--- src/rtl/if_id_buffer_pkg.sv ---
// if_id_buffer_pkg: shared definitions for the IF/ID elastic buffer.
//  - XLEN       datapath width for pc/instr
//  - NOP_INS    word presented on out_instr when the buffer is empty
//  - if_id_entry_t  one buffered beat {pc, instr, pc_plus4}
//  - if_id_cnt_e    occupancy state (EMPTY/ONE/FULL)
package if_id_buffer_pkg;

  localparam int unsigned XLEN    = 32;
  localparam logic [XLEN-1:0] NOP_INS = 32'h0000_0013;  // addi x0,x0,0

  typedef struct packed {
    logic [XLEN-1:0] pc;
    logic [XLEN-1:0] instr;
    logic [XLEN-1:0] pc_plus4;
  } if_id_entry_t;

  typedef enum logic [1:0] {
    EMPTY = 2'd0,
    ONE   = 2'd1,
    FULL  = 2'd2
  } if_id_cnt_e;

endpackage

--- src/rtl/if_id_slot.sv ---
// if_id_slot: one storage entry of the IF/ID buffer.
//  clk     in  clock, rising edge
//  reset   in  synchronous active-high clear (zeroes the entry)
//  i_ld    in  load i_d on this edge
//  i_d     in  entry to store
//  o_q     out stored entry
module if_id_slot
  import if_id_buffer_pkg::*;
(
  input  logic         clk,
  input  logic         reset,
  input  logic         i_ld,
  input  if_id_entry_t i_d,
  output if_id_entry_t o_q
);

  if_id_entry_t r_q;

  always_ff @(posedge clk) begin
    if (reset)     r_q <= '0;
    else if (i_ld) r_q <= i_d;
  end

  assign o_q = r_q;

endmodule

--- src/rtl/if_id_buffer.sv ---
// if_id_buffer: two-entry elastic buffer between fetch and decode.
//  Captures {pc, instr, pc+4} on push, presents the oldest beat to decode
//  with valid/ready, back-pressures fetch through a registered in_ready,
//  and drops everything on flush. No combinational input-to-output path.
//  Ports:
//   clk, reset (sync, active-high)
//   pc_in, instr_in, in_valid / in_ready   fetch side
//   flush                                  redirect: discard all beats
//   out_valid / out_ready, out_pc, out_instr, out_pc_plus4   decode side
//  Optional build macro IF_ID_BUFFER_PERF_EN adds perf_stall_cnt and
//  perf_flush_cnt outputs (wrapping 32-bit counters, cleared by reset).
module if_id_buffer
  import if_id_buffer_pkg::*;
(
  input  logic            clk,
  input  logic            reset,
  input  logic [XLEN-1:0] pc_in,
  input  logic [XLEN-1:0] instr_in,
  input  logic            in_valid,
  output logic            in_ready,
  input  logic            flush,
  output logic            out_valid,
  input  logic            out_ready,
  output logic [XLEN-1:0] out_pc,
  output logic [XLEN-1:0] out_instr,
  output logic [XLEN-1:0] out_pc_plus4
`ifdef IF_ID_BUFFER_PERF_EN
  ,
  output logic [31:0]     perf_stall_cnt,
  output logic [31:0]     perf_flush_cnt
`endif
);

  if_id_cnt_e   r_state, w_state_nxt;
  logic         r_head, r_tail;
  logic         r_in_ready;
  logic         w_push, w_pop;
  if_id_entry_t w_new;
  if_id_entry_t w_slot_q [2];
  if_id_entry_t w_head;

  assign w_push = in_valid & r_in_ready;
  assign w_pop  = (r_state != EMPTY) & out_ready;

  assign w_new.pc       = pc_in;
  assign w_new.instr    = instr_in;
  assign w_new.pc_plus4 = pc_in + XLEN'(4);  // wraps mod 2^XLEN

  // Occupancy FSM; flush overrides any push/pop this cycle.
  always_comb begin
    w_state_nxt = r_state;
    case (r_state)
      EMPTY:   if (w_push) w_state_nxt = ONE;
      ONE:     if (w_push & ~w_pop) w_state_nxt = FULL;
               else if (w_pop & ~w_push) w_state_nxt = EMPTY;
      FULL:    if (w_pop) w_state_nxt = ONE;
      default: w_state_nxt = EMPTY;
    endcase
    if (flush) w_state_nxt = EMPTY;
  end

  always_ff @(posedge clk) begin
    if (reset) begin
      r_state    <= EMPTY;
      r_head     <= 1'b0;
      r_tail     <= 1'b0;
      r_in_ready <= 1'b1;
    end else begin
      r_state    <= w_state_nxt;
      r_in_ready <= (w_state_nxt != FULL);
      if (flush) begin
        r_head <= 1'b0;
        r_tail <= 1'b0;
      end else begin
        if (w_push) r_tail <= ~r_tail;
        if (w_pop)  r_head <= ~r_head;
      end
    end
  end

  // Storage is only zeroed by reset; a flush just forgets the contents.
  for (genvar g = 0; g < 2; g++) begin : g_slot
    if_id_slot u_slot (
      .clk   (clk),
      .reset (reset),
      .i_ld  (w_push & ~flush & (r_tail == 1'(g))),
      .i_d   (w_new),
      .o_q   (w_slot_q[g])
    );
  end

  assign w_head       = w_slot_q[r_head];
  assign in_ready     = r_in_ready;
  assign out_valid    = (r_state != EMPTY);
  assign out_pc       = w_head.pc;
  assign out_pc_plus4 = w_head.pc_plus4;
  assign out_instr    = out_valid ? w_head.instr : NOP_INS;

`ifdef IF_ID_BUFFER_PERF_EN
  logic [31:0] r_stall_cnt, r_flush_cnt;

  always_ff @(posedge clk) begin
    if (reset) begin
      r_stall_cnt <= '0;
      r_flush_cnt <= '0;
    end else begin
      if (in_valid & ~r_in_ready) r_stall_cnt <= r_stall_cnt + 32'd1;
      if (flush)                  r_flush_cnt <= r_flush_cnt + 32'd1;
    end
  end

  assign perf_stall_cnt = r_stall_cnt;
  assign perf_flush_cnt = r_flush_cnt;
`endif

endmodule

--- config.mk ---
export PLATFORM = sky130hd
export DESIGN_NAME = if_id_buffer
export DESIGN_NICKNAME = d
export VERILOG_FILES = /design/src/rtl/if_id_buffer_pkg.sv /design/src/rtl/if_id_slot.sv /design/src/rtl/if_id_buffer.sv
export SDC_FILE = /design/constraint.sdc
export NUM_CORES = 1
export LEC_CHECK = 0
export CAP_MARGIN = 10
export CORE_UTILIZATION = 50
export DETAILED_ROUTE_END_ITERATION = 10
export PLACE_DENSITY = 0.74
export SLEW_MARGIN = 30
export SYNTH_ARGS = -nofsm -noshare
export SYNTH_HDL_FRONTEND = slang
export SYNTH_SLANG_ARGS = --single-unit
--- constraint.sdc ---
create_clock -name clk -period 2.23 [get_ports clk]
set_input_delay 0.223 -clock clk [delete_from_list [all_inputs] [get_ports clk]]
set_output_delay 0.223 -clock clk [all_outputs]
set_load 0.005 [all_outputs]
==> metrics.yaml <==
critical_path:
  worstSetupPathType: "reg2out"
  cp.required_ns: 2.01
  arrival_ns: 1.95
  start_kind: "flip-flop"
  cp-end-kind: "output pin"
  crit_fanout: 28
synthesis:
  syn_area_um2: 8460
  ys_seq_elements: 193
  synth_compound_area_share_pct: 14.7
  synth_simple_gate_area_share_pct: 21.5
  synthMuxAreaShare_pct: 12.2
  postSynthCellCount: 1031
  synth-xor-area-share_pct: 1.45
  synth_warnings: 0
  post-synth-top-area-cell: "dfxtp_1"
  yosysTopAreaCellShare_pct: 45.7
  synthFlopType: "dfxtp_1"
  synth_top_family_by_area: "simple AND/OR/NAND/NOR gates"
  synth_cell_types: 39
  synthesis.nets: 1101
  synthAdderAreaFrac_pct: 0.148
  async_flop_share_pct: 0
  synth_edf_count: 0
  seq_area_frac_synth_pct: 45.7
  avgSynthCellArea_um2: 8.20
  synth_area_leaders: "dfxtp_1, nand2_1, mux2_2"
pwr:
  powerDensity_nw_per_um2: 666
  p_leak_nw: 4.10
  ir_drop_uv: 573
  power_mw: 7.73
drt:
  antenna_left: 0
  drtIter0Drc: 681
  dr.pass1.iters: 4
  wl_per_cell_um: 16.5
  routed_wl_mm: 24.0
  via_per_inst: 5.53
  vias: 8015
  drc: 0
finish:
  final_cell_mix: "nand2_1, dfxtp_1, clkdlybuf4s50_1, a21oi_1, nor2_1"
  syn_to_final_growth_pct: 37.2
  fillers: 1338
  drive_gt1_share_pct: 15.9
  nets: 1286
  seq_area_um2: 3870
  final_common_cell: "nand2_1"
  multiInputGateArea_um2: 4290
floorplanning:
  dieHeight_um: 132
  core_um2: 16500
  die_x_um: 132
  die_area_um2: 17400
  initial_core_util_pct: 51.2
  fp-row-count: 47
  io_pins: 167
global_route:
  grt_antenna_before_repair: 1
  grt_max_degree: 67
  track_usage_pct: 28.3
  grt_pass1_wl_mm: 39.0
  grt_pass1_vias: 7654
  overflow: 0
timing:
  skew_ns: 0.00835
  slew_violations: 0
  period_needed_ns: 2.17
  hold_viol: 0
  worst_pin_slew_ns: 0.551
  tns_ns: 0
  finalSetupViolations: 0
  slew_headroom_pct: 63.2
  grt_setup_unrepaired: "yes"
  timing.final.crit_share_pct: 97.5
  fmax_mhz: 460
cts:
  numCtsBuffers: 17
  ctsHoldBuffers: 0
  cts_buffer_depth: 2
  htree_num_levels: 4
  cts_root_buffer: "clkbuf_16"
  clk_latency_ns: 0.44
  cts_tree: "done"
  clk_pin_slew_ns: 0.07
  cts_num_sinks: 193
status:
  status: "complete, no violations"
hold_path:
  hp-class: "in2reg"
flow_run:
  maxCapViolations: 0
placed_design:
  port_buffers: 166
  gp_congestion: 0.856
  dp_hpwl_mm: 16.6
[area by class of cell]
type	instances	share of cell area (%)
clock buffers	21	4.06
repair buffers	254	22.0
inverters	4	0.129
multi-input cells	746	37.0
well taps	220	2.37
clock inverters	11	1.10
diodes	1	0.0216
flip-flops and latches	193	33.3
[synth_stat cells, drive strengths merged, types with 11 or more instances]
library cell / number
dfxtp: 193
nor2: 91
mux2: 62
buf: 23
a211oi: 24
nand2: 275
a21oi: 132
nand3: 13
or4: 11
mux2i: 33
clkbuf: 65
a311oi: 32
[what timing repair did]
action                                  CTS  global route
resized for setup                         1            11
hold endpoints to repair                  0             0
endpoints found under the setup margin   63            38
setup buffers                             2             0
pin swaps                                 0             1
[final timing paths]
kind / from / to / slack, ns / cells past startpoint
hold reg to reg: g_slot[0].u_slot.o_q[79] / g_slot[0].u_slot.o_q[79] / 0.45 / 2
hold / removal: reset / g_slot[0].u_slot.o_q[79] / 0.23 / 2
setup / recovery: r_head / out_pc_plus4[27] / 0.06 / 3
setup reg to reg: in_ready / g_slot[1].u_slot.o_q[16] / 0.58 / 4
[metal layers]
layer  GRT usage, %  routed length [µm]  part of all wire [%]
met5              0                   0                     0
met4           10.0                 522                   2.2
met3           5.54                1150                   4.8
met2           45.2               11300                    47
met1           38.0               11000                    46
[kinds of logic (layout without fill, tap and decap cells)]
kind of cell,Yosys count,count (layout)
AND/OR/NAND/NOR,430,430
AO/OA/AOI/OAI,206,206
flip-flops,193,193
multiplexers,95,95
buffers and inverters,92,290
XOR/XNOR,14,14
adder cells (fa/ha/maj),1,1
other,0,1
[stage by stage]
step	util (%)	setup WS [ns]	hold slack, ns	area, µm²	std cells
floorplan	-	0.257	0.299	8460	1031
global placement	66.2	-0.438	0.438	10900	1415
detailed placement	66.2	-0.500	0.445	10900	1415
CTS	70.0	0.0232	0.225	11600	1449
global route	70.2	-0.00485	0.242	11600	1450
finish	70.2	0.0560	0.228	11600	1450
[flip-flops by register name (all words and copies together), names as in the netlist]
signal,count
r_tail,1
g_slot.u_slot.o_q,188
in_ready,1
r_state,2
r_head,1
[critical path, stage by stage (launching register included)]
cell and delay (ns):
dfxtp_4 0.46, buf_12 0.23, mux2_2 0.38, clkdlybuf4s50_1 0.44
[power by group]
| group | total (mW) | internal (mW) | switching (mW) |
|---|---|---|---|
| combinational | 1.00 | 0.518 | 0.484 |
| sequential | 3.63 | 3.57 | 0.0624 |
| clock | 3.09 | 1.75 | 1.34 |
Note: power is estimated with default switching activity, not from simulation.
